File: src/rtl/xadc_multichannel_packetizer.sv
`timescale 1ns/1ps
`default_nettype none
// ============================================================================
// Module   : xadc_multichannel_packetizer
// Purpose  : Joins N 16-bit sample channels into one framed, tagged byte stream.
//            Optional sequence-number trailer: XADC_PACKETIZER_SEQ_NUM_EN
// Revision : 1.0 - initial release
// ============================================================================
module xadc_multichannel_packetizer #(
   parameter int         NUM_CHANNELS = 2,
   parameter int         SAMPLE_WIDTH = 12,
   parameter logic [7:0] HEADER_BYTE  = 8'hA5
) (
   input  logic                      clk,
   input  logic                      rst,
   input  logic [16*NUM_CHANNELS-1:0] s_tdata,
   input  logic [NUM_CHANNELS-1:0]   s_tvalid,
   output logic [NUM_CHANNELS-1:0]   s_tready,
   output logic [7:0]                m_tdata,
   output logic                      m_tvalid,
   input  logic                      m_tready,
   output logic                      m_tlast,
   output logic                      busy
);

`ifdef XADC_PACKETIZER_SEQ_NUM_EN
   typedef enum logic [2:0] {
      IDLE        = 3'd0,
      SEND_HEADER = 3'd1,
      SEND_UPPER  = 3'd2,
      SEND_LOWER  = 3'd3,
      SEND_SEQ    = 3'd4
   } state_t;
`else
   typedef enum logic [2:0] {
      IDLE        = 3'd0,
      SEND_HEADER = 3'd1,
      SEND_UPPER  = 3'd2,
      SEND_LOWER  = 3'd3
   } state_t;
`endif

   localparam logic [3:0] LAST_CH = 4'(NUM_CHANNELS - 1);

   state_t      state_q, state_d;
   logic [3:0]  ch_q, ch_d;
   logic [7:0]  tdata_q, tdata_d;
   logic        tvalid_q, tvalid_d;
   logic        tlast_q, tlast_d;
   logic        busy_q, busy_d;
   logic [15:0] words_q [NUM_CHANNELS];
`ifdef XADC_PACKETIZER_SEQ_NUM_EN
   logic [7:0]  seq_q, seq_d;
`endif

   logic [15:0] w_cap [NUM_CHANNELS];
   logic [15:0] w_cur_word;
   logic [15:0] w_next_word;
   logic        w_join;
   logic        w_out_hs;
   logic        w_unused_sdata;

   // Only the low SAMPLE_WIDTH bits of each lane matter; the rest are dropped.
   assign w_unused_sdata = ^s_tdata;

   assign w_join   = (state_q == IDLE) & (&s_tvalid) & ~rst;
   assign w_out_hs = tvalid_q & m_tready;
   assign s_tready = {NUM_CHANNELS{w_join}};

   generate
      for (genvar gi = 0; gi < NUM_CHANNELS; gi++) begin : g_cap
         assign w_cap[gi] = {4'(gi), 12'(s_tdata[16*gi +: SAMPLE_WIDTH])};
      end
   endgenerate

   always_comb begin
      w_cur_word  = '0;
      w_next_word = '0;
      for (int c = 0; c < NUM_CHANNELS; c++) begin
         if (4'(c) == ch_q)         w_cur_word  = words_q[c];
         if (4'(c) == ch_q + 4'd1)  w_next_word = words_q[c];
      end
   end

   always_comb begin
      state_d  = state_q;
      ch_d     = ch_q;
      tdata_d  = tdata_q;
      tvalid_d = tvalid_q;
      tlast_d  = tlast_q;
`ifdef XADC_PACKETIZER_SEQ_NUM_EN
      seq_d    = seq_q;
`endif
      case (state_q)
         IDLE: begin
            if (w_join) begin
               state_d  = SEND_HEADER;
               tdata_d  = HEADER_BYTE;
               tvalid_d = 1'b1;
               tlast_d  = 1'b0;
            end
         end
         SEND_HEADER: begin
            if (w_out_hs) begin
               state_d = SEND_UPPER;
               ch_d    = 4'd0;
               tdata_d = words_q[0][15:8];
            end
         end
         SEND_UPPER: begin
            if (w_out_hs) begin
               state_d = SEND_LOWER;
               tdata_d = w_cur_word[7:0];
`ifndef XADC_PACKETIZER_SEQ_NUM_EN
               tlast_d = (ch_q == LAST_CH);
`endif
            end
         end
         SEND_LOWER: begin
            if (w_out_hs) begin
               if (ch_q < LAST_CH) begin
                  state_d = SEND_UPPER;
                  ch_d    = ch_q + 4'd1;
                  tdata_d = w_next_word[15:8];
               end else begin
`ifdef XADC_PACKETIZER_SEQ_NUM_EN
                  state_d = SEND_SEQ;
                  tdata_d = seq_q;
                  tlast_d = 1'b1;
`else
                  state_d  = IDLE;
                  tvalid_d = 1'b0;
                  tlast_d  = 1'b0;
`endif
               end
            end
         end
`ifdef XADC_PACKETIZER_SEQ_NUM_EN
         SEND_SEQ: begin
            if (w_out_hs) begin
               state_d  = IDLE;
               tvalid_d = 1'b0;
               tlast_d  = 1'b0;
               seq_d    = seq_q + 8'd1;
            end
         end
`endif
         default: begin
            state_d  = IDLE;
            tvalid_d = 1'b0;
            tlast_d  = 1'b0;
         end
      endcase
      busy_d = (state_d != IDLE);
   end

   always_ff @(posedge clk) begin
      if (rst) begin
         state_q  <= IDLE;
         ch_q     <= 4'd0;
         tdata_q  <= 8'd0;
         tvalid_q <= 1'b0;
         tlast_q  <= 1'b0;
         busy_q   <= 1'b0;
         for (int c = 0; c < NUM_CHANNELS; c++) words_q[c] <= 16'd0;
`ifdef XADC_PACKETIZER_SEQ_NUM_EN
         seq_q    <= 8'd0;
`endif
      end else begin
         state_q  <= state_d;
         ch_q     <= ch_d;
         tdata_q  <= tdata_d;
         tvalid_q <= tvalid_d;
         tlast_q  <= tlast_d;
         busy_q   <= busy_d;
         if (w_join) words_q <= w_cap;
`ifdef XADC_PACKETIZER_SEQ_NUM_EN
         seq_q    <= seq_d;
`endif
      end
   end

   assign m_tdata  = tdata_q;
   assign m_tvalid = tvalid_q;
   assign m_tlast  = tlast_q;
   assign busy     = busy_q;

endmodule
`default_nettype wire

File: config.mk
export PLATFORM = sky130hd
export DESIGN_NAME = xadc_multichannel_packetizer
export DESIGN_NICKNAME = d
export VERILOG_FILES = /design/src/rtl/xadc_multichannel_packetizer.sv
export SDC_FILE = /design/constraint.sdc
export NUM_CORES = 1
export LEC_CHECK = 0
export ABC_AREA = 1
export CAP_MARGIN = 20
export CORE_ASPECT_RATIO = 2
export CORE_MARGIN = 2
export CORE_UTILIZATION = 43
export CTS_CLUSTER_SIZE = 8
export DETAILED_ROUTE_END_ITERATION = 12
export PLACE_DENSITY = 0.79
export SYNTH_ARGS = -nofsm -noshare
export SYNTH_HDL_FRONTEND = slang
export SYNTH_SLANG_ARGS = --single-unit
File: constraint.sdc
create_clock -name clk -period 1.44 [get_ports clk]
set_input_delay 0.36 -clock clk [delete_from_list [all_inputs] [get_ports clk]]
set_output_delay 0.36 -clock clk [all_outputs]
set_load 0.005 [all_outputs]
==> summary.txt <==
Worst setup path
  – CP peak stage delay: 380 ps
  – Cell Chain, Critical Path: inv_4, ha_4, nand2_4, a21oi_4, nand2_2, nor2_4, buf_12, buf_16, nand2_1, a21oi_1
  – Endpoint class of the critical path: register
  – CP Data Arrival Time: 1810 ps
  – R2r setup slk: -150 ps
  – Slowest CP cell: dfxtp_4
  – Crit-path max FO: 6
  – CP Class: register to register
  – CP Launch Type: register
  – Top delay family on crit path: flip-flops
  – Crit path buffers/inverters: 3
  – Stages on worst setup path: 10
  – WP data required: 1670 ps
  – R2R depth: 10

Route
  – First-iteration detailed-routing DRC count: 46
  – # DRC: 0
  – Drt first pass iters: 4
  – Wire per inst: 15.4 um
  – Final wirelength: 6350 um
  – Vias post-DR: 2,196
  – Vias per inst: 5.32
  – ANT nets after route: 0

Logic synthesis
  – Dominant cell by count in the synthesized netlist: nor2_1
  – Mapped cell area: 0.00194 mm^2
  – Post-synthesis register bit count: 43
  – Top-area cell type share of the netlist area: 44.3%
  – Net Count, Synth: 315
  – Syn_area_per_cell: 7.09 um^2
  – Top FF cell, synth: dfxtp_1
  – Top post-synthesis cells by area: dfxtp_1, nor2_1, nand2_1, o21ai_0, a21oi_1
  – Sequential cell area fraction in the yosys report: 44.3%
  – Mapped Cells: 274
  – Number of synthesized flops with an enable pin: 0
  – Synth cell types: 27
  – Yosys warns: 0
  – Post-synth top cells: nor2_1, nand2_1, dfxtp_1, inv_1, o21ai_0
  – FFs w/ async S/R, synth: 0%
  – Most area-hungry cell type in the Yosys netlist: dfxtp_1

Timing
  – Fmax: 0.630 GHz
  – Unrepaired setup endpoints after global routing: true
  – Tcrit/Tclk final: 110%
  – # setup viols final: 13
  – Final worst setup slack: -147 ps
  – Fin. max-slew vios: 0
  – Final min period: 1590 ps
  – Final Hold Vio Count: 0
  – Worst hold margin: 465 ps
  – Worst Skew: 10.6 ps

Global routing
  – Largest net degree at the start of global routing: 33
  – Vias in the first global route: 2,278
  – Initial antenna violation count: 0
  – Remaining global-route overflow: 0
  – First-pass GRT wire length: 9940 um
  – GRT Overall Usage: 26.0%

Layout
  – Final design utilization: 74.9%
  – N_diodes: 0
  – Layout cell share with drive strength beyond 1: 38.4%
  – Final instance area: 0.00325 mm^2
  – Final #Nets: 399
  – Area growth from synthesis to layout: 67.3%

Floorplan
  – Die height: 99.1 um
  – Core area: 0.00434 mm^2
  – IO Count: 50
  – DIE AREA: 0.00511 mm^2
  – Starting density of the core: 44.8%
  – Number of core rows: 34
  – Die X: 51.5 um

Outcome
  – Failing checks: setup timing
  – Status: finished, violations left

Clock network
  – H-Tree Depth: 2
  – Clock buffer depth: 2
  – Root Driver: clkbuf_8
  – Clock sink count: 43
  – Clock Latency Late Sink: 300 ps
  – CTS tree: done
  – Worst-path clk slew: 90 ps
  – CTS Buf Count: 5
  – Hold-fix buffer count after cts: 0

Place
  – Routability cong.: 0.913
  – # port buffers: 41
  – DP Area: 0.00261 mm^2
  – Hpwl dp: 3840 um

Flow run
  – Max_cap viols: 0

Power
  – Peak supply drop: 1.13 mV
  – Pleak: 1.47 nW
  – PwrDens: 840 mW/mm^2

Worst hold path
  – Hold depth: 2
  – Hold/Removal Path Class: register to register
[timing repair]
item                       in CTS  in global routing
setup endpoints to repair      53                 42
gates resized for setup        65                 76
cloned                          1                  0
buffers inserted               20                  5
pin swaps                      11                 17
[metal layers]
layer	vias to the layer above	global-route usage [%]	routed length, um
li1	1049	-	-
met1	1045	25.2	2170
met2	66	46.4	3510
met3	36	4.70	203
met4	0	18.6	456
met5	-	0	0
[logic make-up (layout without fill, tap and decap cells)]
| kind of cell | count (synthesis) | after routing | synth area share [%] |
|---|---|---|---|
| and+or+nand+nor | 120 | 120 | 25.7 |
| DFF | 43 | 43 | 44.3 |
| buffers and inverters | 41 | 126 | 8.89 |
| adders and majority gates | 4 | 4 | 2.58 |
| other | 1 | 1 | 0.193 |
| AOI/OAI and AO/OA | 64 | 64 | 17.5 |
| xor gates and xnor gates | 1 | 1 | 0.837 |
[layout by cell type, fill, tap and decap left out, types with 2 or more instances in the layout]
cell             count
buf_4               33
nand3_1              8
o21ai_4              4
buf_12               3
a21oi_4              2
a211oi_1             2
a21oi_2              6
nand2_2              7
clkdlybuf4s50_1     25
inv_1               19
buf_6               12
nor2_1              36
a21oi_1             16
nor2_2              14
ha_1                 3
inv_4                4
o21ai_2              6
inv_2                5
a22oi_1              3
dfxtp_2             13
clkbuf_8             5
o22ai_1              2
dlygate4sd2_1       14
nand2_1             33
bufinv_16            2
nand2_4              7
nand4_1              6
nor2_4               5
o21ai_1              3
o21ai_0             19
dfxtp_1             29
[flip-flops by register name (all words and copies together) (netlist names)]
register and count:
state_q 3, m_tlast 1, busy 1, ch_q 4, m_tvalid 1, words_q 25
m_tdata 8
[metrics by stage]
stage	setup TNS [ps]	cells	total power, W	worst slack, ps
5_1_grt	-2900	413	0.00282	-259
2_1_floorplan	0	274	0.00136	38.0
6_report	-1190	413	0.00273	-147
4_1_cts	-1030	410	0.00266	-138
3_3_place_gp	-21070	385	0.00151	-697
3_5_place_dp	-22100	385	0.00151	-708
[path summary, 6_finish.rpt]
check,start,end
min reg2reg,words_q[19],words_q[19]
min,words_q[19],words_q[19]
max reg2reg,ch_q[0],m_tdata[1]
max,ch_q[0],m_tdata[1]
[cell type report]
cell class	count	area [um^2]
multi-input combinational	190	1190
fill	295	1090
sequential	43	881
timing repair buffer	89	858
inverter	29	124
clock buffer	6	72.6
tap	54	67.6
clock inverter	2	60.1
[where the power goes]
group	switching (W)	internal [W]	leakage, nW
Combinational	0.000161	0.000204	1.05
Sequential	0.0000247	0.00123	0.356
Clock	0.000419	0.000693	0.0654
Total	0.000605	0.00213	1.47
[worst register-to-register path, cell delays in order, from the launching register on]
cell,delay (ps)
dfxtp_4,380
inv_4,70
ha_4,150
nand2_4,70
a21oi_4,160
nand2_2,80
nor2_4,140
buf_12,130
buf_16,110
nand2_1,70
a21oi_1,150
(Power assumes the default switching activity.)
